===== src/rtl/keyunit.sv =====
// keyunit: board push-button / slide-switch front end.
// Synchronises and debounces two active-low keys and ten switches, then
// turns KEY0/KEY1 presses into increments/decrements of the hex digit of
// `value` selected by switches[1:0], with hold-to-auto-repeat.
// Pressing both keys restores INIT_VALUE.
// Optional build macro KEYUNIT_WRAP_EN: steps wrap modulo 2^16 instead of
// saturating at 16'h0000 / 16'hFFFF.
module keyunit #(
    parameter int unsigned DEBOUNCE_CYCLES = 50000,
    parameter int unsigned HOLD_CYCLES     = 25000000,
    parameter int unsigned REPEAT_CYCLES   = 5000000,
    parameter logic [15:0] INIT_VALUE      = 16'h0000
) (
    input  logic        clk,
    input  logic        reset,
    input  logic [1:0]  keys_n,
    input  logic [9:0]  switches,
    output logic [9:0]  switches_db,
    output logic [15:0] value,
    output logic        value_upd,
    output logic [1:0]  digit_sel
);

    localparam int NIN  = 12;  // [1:0] keys, [11:2] switches
    localparam int DB_W = $clog2(DEBOUNCE_CYCLES + 1);
    localparam int unsigned TMAX = (HOLD_CYCLES > REPEAT_CYCLES) ? HOLD_CYCLES : REPEAT_CYCLES;
    localparam int TM_W = $clog2(TMAX + 1);

    localparam logic [DB_W-1:0] DB_LAST   = DB_W'(DEBOUNCE_CYCLES - 1);
    localparam logic [TM_W-1:0] HOLD_LAST = TM_W'(HOLD_CYCLES - 1);
    localparam logic [TM_W-1:0] REP_LAST  = TM_W'(REPEAT_CYCLES - 1);

    // Raw keys idle high (released), switches idle low.
    localparam logic [NIN-1:0] SYNC_RST = {10'b0, 2'b11};

    typedef enum logic [1:0] {
        IDLE      = 2'd0,
        WAIT_HOLD = 2'd1,
        REPEAT    = 2'd2,
        LOCKED    = 2'd3
    } state_t;

    logic [NIN-1:0]  sync1, sync2;
    logic [NIN-1:0]  sync_lvl;
    logic [NIN-1:0]  db_q;
    logic [DB_W-1:0] db_cnt [NIN];

    logic [1:0]      keys_db, keys_prev;
    logic            inc_rise, dec_rise, both_pressed;

    state_t          state, state_nxt;
    logic [TM_W-1:0] timer, timer_nxt;
    logic [15:0]     value_nxt;
    logic            active_dec, active_nxt;
    logic            do_step, step_dec;

    logic [3:0]      shamt;
    logic [15:0]     step16;
    logic [15:0]     inc_res, dec_res;

    // Two-flop synchroniser for every raw input.
    // NOTE: sequential state uses non-blocking (<=) so every flop samples the pre-edge value of its source; blocking here would collapse the two stages into one.
    always_ff @(posedge clk) begin
        if (reset) begin
            sync1 <= SYNC_RST;
            sync2 <= SYNC_RST;
        end else begin
            sync1 <= {switches, keys_n};
            sync2 <= sync1;
        end
    end

    // Keys become active-high (pressed = 1) after synchronisation.
    assign sync_lvl = {sync2[NIN-1:2], ~sync2[1:0]};

    // Per-input debounce: accept a new level only after it has differed
    // from the debounced state for DEBOUNCE_CYCLES consecutive cycles.
    // NOTE: the counter array is reset explicitly; these are control registers whose stale contents would shorten the first debounce after reset, not a data RAM that could be left uninitialised.
    always_ff @(posedge clk) begin
        if (reset) begin
            db_q <= '0;
            for (int i = 0; i < NIN; i++) db_cnt[i] <= '0;
        end else begin
            for (int i = 0; i < NIN; i++) begin
                if (sync_lvl[i] == db_q[i]) begin
                    db_cnt[i] <= '0;
                end else if (db_cnt[i] == DB_LAST) begin
                    db_q[i]   <= sync_lvl[i];
                    db_cnt[i] <= '0;
                end else begin
                    db_cnt[i] <= db_cnt[i] + DB_W'(1);
                end
            end
        end
    end

    assign keys_db     = db_q[1:0];
    assign switches_db = db_q[NIN-1:2];
    assign digit_sel   = switches_db[1:0];

    assign inc_rise     = keys_db[0] & ~keys_prev[0];
    assign dec_rise     = keys_db[1] & ~keys_prev[1];
    assign both_pressed = keys_db[0] & keys_db[1];

    // Step of one unit in the selected hex digit.
    assign shamt  = {digit_sel, 2'b00};
    assign step16 = 16'h0001 << shamt;

`ifdef KEYUNIT_WRAP_EN
    // Wrap modulo 2^16.
    assign inc_res = value + step16;
    assign dec_res = value - step16;
`else
    logic [16:0] sum17, diff17;

    // 17-bit arithmetic; the carry/borrow bit selects the clamp.
    always_comb begin
        sum17   = {1'b0, value} + {1'b0, step16};
        diff17  = {1'b0, value} - {1'b0, step16};
        inc_res = sum17[16]  ? 16'hFFFF : sum17[15:0];
        dec_res = diff17[16] ? 16'h0000 : diff17[15:0];
    end
`endif

    // Key FSM: next state, hold/repeat timer and next value.
    // NOTE: every output of this block gets a default first, so no path leaves a signal unassigned and no latch is inferred.
    always_comb begin
        state_nxt  = state;
        timer_nxt  = timer;
        active_nxt = active_dec;
        value_nxt  = value;
        do_step    = 1'b0;
        step_dec   = active_dec;

        if (state != LOCKED && both_pressed) begin
            // Both keys override any step that would be due this cycle.
            value_nxt = INIT_VALUE;
            timer_nxt = '0;
            state_nxt = LOCKED;
        end else begin
            unique case (state)
                IDLE: begin
                    if (inc_rise || dec_rise) begin
                        do_step    = 1'b1;
                        step_dec   = dec_rise;
                        active_nxt = dec_rise;
                        timer_nxt  = '0;
                        state_nxt  = WAIT_HOLD;
                    end
                end
                WAIT_HOLD: begin
                    if (!keys_db[active_dec]) begin
                        timer_nxt = '0;
                        state_nxt = IDLE;
                    end else if (timer == HOLD_LAST) begin
                        do_step   = 1'b1;
                        timer_nxt = '0;
                        state_nxt = REPEAT;
                    end else begin
                        timer_nxt = timer + TM_W'(1);
                    end
                end
                REPEAT: begin
                    if (!keys_db[active_dec]) begin
                        timer_nxt = '0;
                        state_nxt = IDLE;
                    end else if (timer == REP_LAST) begin
                        do_step   = 1'b1;
                        timer_nxt = '0;
                    end else begin
                        timer_nxt = timer + TM_W'(1);
                    end
                end
                LOCKED: begin
                    if (!keys_db[0] && !keys_db[1]) state_nxt = IDLE;
                end
                default: state_nxt = IDLE;
            endcase
        end

        if (do_step) value_nxt = step_dec ? dec_res : inc_res;
    end

    // FSM and value registers; value_upd flags a real change of value.
    always_ff @(posedge clk) begin
        if (reset) begin
            state      <= IDLE;
            timer      <= '0;
            active_dec <= 1'b0;
            keys_prev  <= 2'b00;
            value      <= INIT_VALUE;
            value_upd  <= 1'b0;
        end else begin
            state      <= state_nxt;
            timer      <= timer_nxt;
            active_dec <= active_nxt;
            keys_prev  <= keys_db;
            value      <= value_nxt;
            value_upd  <= (value_nxt != value);
        end
    end

endmodule


===== config.mk =====
export PLATFORM = sky130hd
export DESIGN_NAME = keyunit
export DESIGN_NICKNAME = d
export VERILOG_FILES = /design/src/rtl/keyunit.sv
export SDC_FILE = /design/constraint.sdc
export NUM_CORES = 1
export LEC_CHECK = 0
export BUFFER_PORTS_ARGS = -buffer_cell sky130_fd_sc_hd__buf_2
export CORE_AREA = 2 2 211 213
export DETAILED_ROUTE_END_ITERATION = 10
export DIE_AREA = 0 0 213 215
export GPL_ROUTABILITY_DRIVEN = 0
export PLACE_DENSITY_LB_ADDON = 0.12
export SYNTH_ARGS = -nofsm -noshare
export SYNTH_HDL_FRONTEND = slang
export SYNTH_SLANG_ARGS = --single-unit

===== constraint.sdc =====
create_clock -name clk -period 3.98 [get_ports clk]
set_input_delay 0.199 -clock clk [delete_from_list [all_inputs] [get_ports clk]]
set_output_delay 0.199 -clock clk [all_outputs]
set_load 0.005 [all_outputs]

==> flow_summary.json, run 1 <==
{
  "vias": 11400,
  "finalHoldViolations": 0,
  "root_buffer": "clkbuf_16",
  "power_mw": 6.833,
  "p_leak_nw": 6.451,
  "rsz0062_at_grt": "false",
  "ys_ff_latch": 275,
  "finalMaxSlewViolations": 0,
  "synth_top_area_share_pct": 38.43,
  "status": "completed",
  "dr.pass1.iters": 5,
  "fmax_mhz": 269.1,
  "setup_viol": 0,
  "instances_no_fill": 2401,
  "grt_pass1_wl_microns": 52810,
  "final_cell_area_sq_um": 17710,
  "grt_remaining_overflow": 0,
  "avgSynthCellArea_sq_um": 9.648,
  "grt_max_degree": 50,
  "finalCritPeriodShare_pct": 93.37,
  "vias_per_cell": 4.749,
  "dieWidth_microns": 213,
  "io_buffers": 42,
  "hold_buffers": 12,
  "p_per_area_nw_per_um2": 385.8,
  "place_hpwl_microns": 21910,
  "vdd.ir_drop.worst_mv": 0.2533,
  "n_antenna_cell": 0,
  "cp.arrival_ps": 4130,
  "core_sq_um": 43640,
  "synthFlopType": "edfxtp_1",
  "async_flop_share_pct": 0,
  "synth_commonest_cells": "nor2_1, edfxtp_1, nand2_1",
  "io_pins": 43,
  "antenna_left": 0,
  "yosysWarnings": 0,
  "hp-class": "input port to flop",
  "min_period_ps": 3716,
  "grt_pass1_vias": 10780,
  "die_y_microns": 215,
  "htreeDepth": 2,
  "fin_ws_ps": 263.7,
  "path_class": "flop to flop",
  "ctsResizeCount": 0,
  "pre_cts_ws_ps": 419.0,
  "worstPathRequired_ps": 4390,
  "cap_violations": 0,
  "maxSlewHeadroom_pct": 33.78,
  "start_util_pct": 34.38,
  "worstSetupEndpointType": "flop",
  "placed_cell_area_sq_um": 16470,
  "critical_path.startpoint_type": "flop",
  "area_delta_synth_final_pct": 18.05,
  "die-area_sq_um": 45800,
  "grt_antenna_before_repair": 0,
  "synth_seq_area_share_pct": 49.50,
  "nets": 1824,
  "synth.distinct_cells": 75,
  "syn_inst": 1555,
  "postCtsSetupBuffers": 0,
  "post-route-drc-count": 0,
  "drive_gt1_share_pct": 7.297,
  "synth-edff-count": 192,
  "syn-cell-area_sq_um": 15000,
  "fin_worst_skew_ps": 19.35,
  "yosys.area.top_type": "edfxtp_1",
  "clk_latency_ps": 540,
  "synth_most_common_cell": "nor2_1",
  "placementRows": 77,
  "tritoncts": "built",
  "track_usage_pct": 13.96,
  "tightestPinTransition_ps": 993.3,
  "critPathMaxFanout": 8,
  "wl_microns": 31410,
  "clkTransAtPathRegs_ps": 50,
  "cts_buffers": 36,
  "fin_setup_tns_ps": 0,
  "placed_cells": 2323,
  "clock-sinks": 275,
  "routedWlPerCell_microns": 13.08,
  "synth_area_leaders": "edfxtp_1, dfxtp_1, nor2_1",
  "clockBufferDepth": 3,
  "drtIter0Drc": 742
}
[metal layers]
metal	track usage (%)	wire length, microns	up-vias
met3	3.186	1903	73
met4	5.944	974	0
met5	0	0	-
met2	20.79	13300	284
met1	19.36	15230	5242
li1	-	-	5804
[placed cells by master (no fill, tap or decap), drive strengths merged, types with 7 or more instances in the layout]
| cell | n |
|---|---|
| nand4bb | 7 |
| ha | 29 |
| xnor2 | 82 |
| nor2b | 35 |
| nor2 | 292 |
| xor2 | 101 |
| o31ai | 10 |
| buf | 61 |
| and2 | 9 |
| or2 | 9 |
| inv | 36 |
| nand4 | 37 |
| a31oi | 9 |
| edfxtp | 192 |
| clkbuf | 60 |
| mux2i | 10 |
| nor4 | 20 |
| dlygate4sd3 | 12 |
| nand2 | 106 |
| nand3 | 78 |
| nand2b | 16 |
| or4 | 7 |
| a311oi | 7 |
| or3 | 26 |
| a21oi | 60 |
| dfxtp | 83 |
| and3 | 52 |
| conb | 192 |
| nor3 | 22 |
| o21ai | 36 |
| a21o | 8 |
| a211oi | 19 |
[cells by family (layout without fill, tap and decap cells)]
kind of cell             Yosys count  after routing  share of synthesized area (%)
AO/OA/AOI/OAI                    198            198                          8.898
XOR/XNOR                         183            183                          10.68
adder cells (fa/ha/maj)           29             29                          2.418
buffers and inverters            112            175                          3.227
flip-flops                       275            275                          49.50
multiplexers                      11             11                         0.7422
other                              1            192                        0.02499
AND/OR/NAND/NOR                  746            746                          24.50
[layout make-up]
class,count,area (sq um)
fillers,4338,25930
multi-input cells,1359,7809
flip-flops and latches,275,7427
clock buffers,60,1084
well taps,592,740.7
repair buffers,73,475.5
inverters,36,135.1
clock inverters,6,40.04
[sequential cells by signal, indices dropped and copies added (netlist names)]
| register | flops |
|---|---|
| sync2 | 12 |
| active_dec | 1 |
| db_q | 12 |
| timer | 25 |
| sync1 | 12 |
| db_cnt | 192 |
| state | 2 |
| value_upd | 1 |
| value | 16 |
| keys_prev | 2 |
[final timing paths]
check | from | endpoint | slack, ps | cells after the start
worst max-delay path | db_q[2] | value_upd | 260 | 12
worst min register to register | sync1[0] | sync2[0] | 420 | 1
worst min-delay path | reset | db_q[2] | 140 | 2
worst max register to register | db_q[2] | value_upd | 260 | 12
[stage by stage]
step	utilization, %	hold slack (ps)
after floorplan	-	302.8
after global placement	37.73	388.6
after detailed placement	37.73	392.4
after CTS	40.58	111.5
after global routing	40.58	152.4
final	40.58	135.6
[critical path, cell delays in order (launching register included)]
cell,delay (ps)
dfxtp_1,400
nor2_1,270
ha_1,300
ha_1,290
nand4b_1,190
a22oi_1,360
a21o_1,230
buf_4,170
nor3_1,60
a211oi_1,300
o221ai_1,180
or4_1,560
a211o_1,280
[power by group]
part / switching [mW] / internal (mW) / leakage [nW]
registers: 0.102 / 3.17 / 2.65
clock network: 1.21 / 1.85 / 0.548
logic: 0.306 / 0.189 / 3.25
(Power assumes the default switching activity.)
==> run 2, diff against run 1 <==
--- a/config.mk
+++ b/config.mk
@@ -10,7 +10,8 @@
 export DETAILED_ROUTE_END_ITERATION = 10
 export DIE_AREA = 0 0 213 215
 export GPL_ROUTABILITY_DRIVEN = 0
-export PLACE_DENSITY_LB_ADDON = 0.12
+export MAX_ROUTING_LAYER = met4
+export PLACE_DENSITY = 0.45
 export SYNTH_ARGS = -nofsm -noshare
 export SYNTH_HDL_FRONTEND = slang
 export SYNTH_SLANG_ARGS = --single-unit
==> run 2 against run 1 <==
Global-route usage increased by 1.0 points. Die area unchanged. Routed wire length increased by 3.2%. Clock skew decreased by 1.7 ps. First-iteration DRC count decreased by 2.2%. Non-clock buffer count decreased by 1. Critical path type unchanged.
==> flow_summary.json, run 2 (synthesis results as in run 1) <==
{
  "fin_util_pct": 40.61,
  "finalCritPeriodShare_pct": 92.70,
  "nets": 1823,
  "maxSlewHeadroom_pct": 31.43,
  "area_delta_synth_final_pct": 18.13,
  "finalHoldViolations": 0,
  "worstPathRequired_ps": 4410,
  "post-route-drc-count": 0,
  "vias_per_cell": 4.741,
  "num-fill-cells": 4388,
  "dr.pass1.iters": 5,
  "grt_antenna_before_repair": 0,
  "grt_pass1_wl_microns": 54810,
  "htreeDepth": 2,
  "reg_top3": "db_cnt (192), timer (25), value (16)",
  "place_hpwl_microns": 22440,
  "critical_path.startpoint_type": "flop",
  "wl_met1_microns": 15700,
  "p_sw_mw": 1.655,
  "p_leak_nw": 6.463,
  "fin_setup_tns_ps": 0,
  "hp-class": "input port to flop",
  "finalMaxSlewViolations": 0,
  "top_layer": "met4",
  "tightestPinTransition_ps": 1029,
  "largest-register": "db_cnt",
  "dieWidth_microns": 213,
  "clkTransAtPathRegs_ps": 70,
  "p_sw_share_pct": 24.04,
  "min_period_ps": 3689,
  "met3_wirelength_microns": 1736,
  "clk_latency_ps": 540,
  "wl_microns": 32400,
  "vdd.ir_drop.worst_mv": 0.2586,
  "die_y_microns": 215,
  "clock-sinks": 275,
  "p_seq_share_pct": 47.6,
  "root_buffer": "clkbuf_16",
  "setup_viol": 0,
  "grt_max_degree": 54,
  "multi_input_area_sq_um": 7809,
  "largest_reg_flops": 192,
  "internal-power_mw": 5.229,
  "layout_common_cells": "nor2_1, edfxtp_1, conb_1",
  "fmax_mhz": 271.0,
  "cap_violations": 0,
  "drtIter0Drc": 726,
  "status": "completed",
  "pwr-share-clk_pct": 45.4,
  "layout_commonest_cell": "nor2_1",
  "routedWlPerCell_microns": 13.50,
  "critPathMaxFanout": 9,
  "worstSetupEndpointType": "flop",
  "tritoncts": "built",
  "placementRows": 77,
  "path_class": "flop to flop",
  "fin_worst_skew_ps": 17.61,
  "drive_gt1_share_pct": 7.522,
  "track_usage_pct": 15.01,
  "dr_wl_met2_microns": 13810,
  "placed_cell_area_sq_um": 16460,
  "n_antenna_cell": 0,
  "register_area_sq_um": 7427,
  "clockBufferDepth": 3,
  "postCtsSetupBuffers": 0,
  "grt_pass1_vias": 11070,
  "cp.arrival_ps": 4120,
  "die-area_sq_um": 45800,
  "cts_buffers": 36,
  "combPwrFrac_pct": 7.1,
  "io_pins": 43,
  "p_per_area_nw_per_um2": 388.4,
  "io_buffers": 42,
  "start_util_pct": 34.38,
  "vias": 11380,
  "antenna_left": 0,
  "whs_ps": 172.1,
  "rsz0062_at_grt": "false",
  "power_mw": 6.884,
  "core_sq_um": 43640,
  "final_cell_area_sq_um": 17720,
  "grt_remaining_overflow": 0
}
==> run 2: per-layer routing <==
| layer | vias to the layer above | track usage, % |
|---|---|---|
| met4 | 0 | 6.807 |
| li1 | 5802 | - |
| met3 | 74 | 2.893 |
| met2 | 266 | 21.89 |
| met5 | - | - |
| met1 | 5237 | 20.07 |
==> run 2: final timing paths <==
check	end	slack, ps	cells past startpoint	start
hold / removal	db_q[6]	170	2	reset
setup reg to reg	value_upd	290	11	db_q[2]
hold reg to reg	sync2[1]	410	1	sync1[1]
setup / recovery	value_upd	290	11	db_q[2]
==> run 2: layout make-up <==
cell class,instances,share of cell area [%]
sequential,275,41.91
clock buffer,54,6.050
timing repair buffer,72,2.640
inverter,36,0.7624
multi-input combinational,1359,44.06
clock inverter,12,0.4024
tap,592,4.179
==> run 2: power by group through the flow <==
stage | Clock, mW | Combinational [mW] | Sequential, mW
CTS | 3.27 | 0.492 | 3.27
global route | 3.36 | 0.567 | 3.29
finish | 3.12 | 0.488 | 3.27
global placement | 0 | 0.483 | 3.33
detailed placement | 0 | 0.481 | 3.33
floorplan | 0 | 0.383 | 3.30
==> run 2: worst max-delay path, cell delays in order (launching register included) <==
cell and delay, ps:
dfxtp_1 370, nor2_1 260, ha_1 270, ha_1 320
nand4b_1 190, a22oi_1 360, a21o_1 360, nor3_1 90
a211oi_1 350, o221ai_1 190, or4_1 550, a211o_1 270
==> run 2: metrics by stage <==
| stage | instances | setup slack, ps |
|---|---|---|
| floorplan | 1746 | 949.0 |
| global placement | 2322 | 442.5 |
| detailed placement | 2322 | 319.0 |
| CTS | 2400 | 299.8 |
| global route | 2400 | 88.62 |
| finish | 2400 | 290.6 |
==> run 2: repair_timing <==
| item | in CTS | in global routing |
|---|---|---|
| hold buffers | 12 | 0 |
| resized for setup | 0 | 0 |
| hold endpoints to repair | 12 | 0 |
==> run 3, diff against run 2 <==
--- a/config.mk
+++ b/config.mk
@@ -6,12 +6,14 @@
 export NUM_CORES = 1
 export LEC_CHECK = 0
 export BUFFER_PORTS_ARGS = -buffer_cell sky130_fd_sc_hd__buf_2
+export CELL_PAD_IN_SITES_DETAIL_PLACEMENT = 1
+export CELL_PAD_IN_SITES_GLOBAL_PLACEMENT = 1
 export CORE_AREA = 2 2 211 213
 export DETAILED_ROUTE_END_ITERATION = 10
 export DIE_AREA = 0 0 213 215
 export GPL_ROUTABILITY_DRIVEN = 0
 export MAX_ROUTING_LAYER = met4
-export PLACE_DENSITY = 0.45
+export PLACE_DENSITY = 0.55
 export SYNTH_ARGS = -nofsm -noshare
 export SYNTH_HDL_FRONTEND = slang
 export SYNTH_SLANG_ARGS = --single-unit
==> run 3 against run 2 <==
Global-route usage is 1.4 points higher. Highest routed layer unchanged. Cell area is 0.23% lower. Core utilization is 0.095 points lower. Die area stayed put. Fmax is 2.3% higher. Non-clock buffer count is 8 lower. Sequential power hardly changed. Via count is 1.6% higher. Critical path type unchanged.
==> flow_summary.json, run 3 (synthesis results as in run 1) <==
{
  "status": "completed",
  "vias": 11560,
  "tightestPinTransition_ps": 803.6,
  "track_usage_pct": 16.38,
  "io_pins": 43,
  "hp-class": "input port to flop",
  "place_hpwl_microns": 25200,
  "grt_antenna_before_repair": 0,
  "cts_buffers": 37,
  "fin_worst_skew_ps": 13.18,
  "drtIter0Drc": 569,
  "htreeDepth": 2,
  "vias_per_cell": 4.830,
  "min_period_ps": 3607,
  "die_y_microns": 215,
  "multi_input_area_sq_um": 7814,
  "p_leak_nw": 6.425,
  "grt_pass1_wl_microns": 60130,
  "clkTransAtPathRegs_ps": 50,
  "nets": 1816,
  "num-fill-cells": 5067,
  "path_class": "flop to flop",
  "postCtsSetupBuffers": 0,
  "clock-sinks": 275,
  "critical_path.startpoint_type": "flop",
  "p_per_area_nw_per_um2": 393.3,
  "layout_commonest_cell": "nor2_1",
  "fmax_mhz": 277.2,
  "drive_gt1_share_pct": 7.218,
  "tritoncts": "built",
  "routedWlPerCell_microns": 14.77,
  "critPathMaxFanout": 13,
  "antenna_left": 0,
  "fin_setup_tns_ps": 0,
  "clockBufferDepth": 3,
  "worstSetupEndpointType": "flop",
  "rsz0062_at_grt": "false",
  "core_sq_um": 43640,
  "setup_viol": 0,
  "start_util_pct": 34.38,
  "vdd.ir_drop.worst_mv": 0.2532,
  "post-route-drc-count": 0,
  "layout_common_cells": "nor2_1, edfxtp_1, conb_1",
  "grt_remaining_overflow": 0,
  "dr.pass1.iters": 4,
  "cp.arrival_ps": 4030,
  "io_buffers": 42,
  "root_buffer": "clkbuf_16",
  "finalMaxSlewViolations": 0,
  "worstPathRequired_ps": 4400,
  "maxSlewHeadroom_pct": 46.27,
  "reg_top3": "db_cnt (192), timer (25), value (16)",
  "register_area_sq_um": 7427,
  "largest_reg_flops": 192,
  "dieWidth_microns": 213,
  "placementRows": 77,
  "die-area_sq_um": 45800,
  "finalCritPeriodShare_pct": 90.63,
  "clk_latency_ps": 540,
  "grt_pass1_vias": 11910,
  "largest-register": "db_cnt",
  "power_mw": 6.955,
  "area_delta_synth_final_pct": 17.86,
  "cap_violations": 0,
  "n_antenna_cell": 0,
  "wl_microns": 35340,
  "grt_max_degree": 55,
  "finalHoldViolations": 0
}
run 3: layout make-up:
class                           count  share of cell area [%]
Clock buffer                       55                   6.022
Clock inverter                     12                  0.5236
Inverter                           36                  0.7642
Multi-Input combinational cell   1359                   44.19
Sequential cell                   275                   42.00
Tap cell                          592                   4.189
Timing Repair Buffer               64                   2.307
run 3: where the power goes:
group / switching [mW] / internal, mW
Combinational: 0.318 / 0.189
Clock: 1.25 / 1.92
Sequential: 0.105 / 3.17
run 3: final timing paths:
| path | from | endpoint | slack, ps | depth (start not counted) |
|---|---|---|---|---|
| worst max-delay path | db_q[3] | value_upd | 370 | 10 |
| worst max register to register | db_q[3] | value_upd | 370 | 10 |
| worst min register to register | sync1[1] | sync2[1] | 410 | 1 |
| worst min-delay path | reset | db_q[7] | 140 | 2 |
run 3: what timing repair did:
action,CTS,global route
endpoints found under the setup margin,0,1
gates resized for setup,0,2
hold buffers,12,0
endpoints found under the hold margin,12,0
run 3: metrics by stage:
stage | hold slack, ps | setup WS [ps] | cell area, sq um | utilization [%] | instances
3_3_place_gp | 393.7 | 451.1 | 16400 | 37.58 | 2314
6_report | 143.0 | 372.8 | 17680 | 40.51 | 2393
2_1_floorplan | 302.8 | 949.0 | 15720 | - | 1746
3_5_place_dp | 396.6 | 280.9 | 16400 | 37.58 | 2314
5_1_grt | 163.6 | 82.12 | 17680 | 40.51 | 2393
4_1_cts | 123.8 | 307.7 | 17680 | 40.50 | 2393
run 3: worst max-delay path, stage by stage, from the launching register on:
cell	delay, ps
dfxtp_1	460
nand2_1	160
ha_1	480
nand2b_1	260
a211oi_1	400
a21o_2	310
nor2_1	160
a221oi_2	290
o221ai_1	150
or4_1	560
a211o_1	280
run 3: layer usage:
layer  up-vias  part of all wire [%]  track usage [%]
li1       5771                     -                -
met1      5576                    48            21.49
met2       151                    46            25.57
met3        59                   3.8            3.186
met4         0                   2.4            4.872
met5         -                     0                -
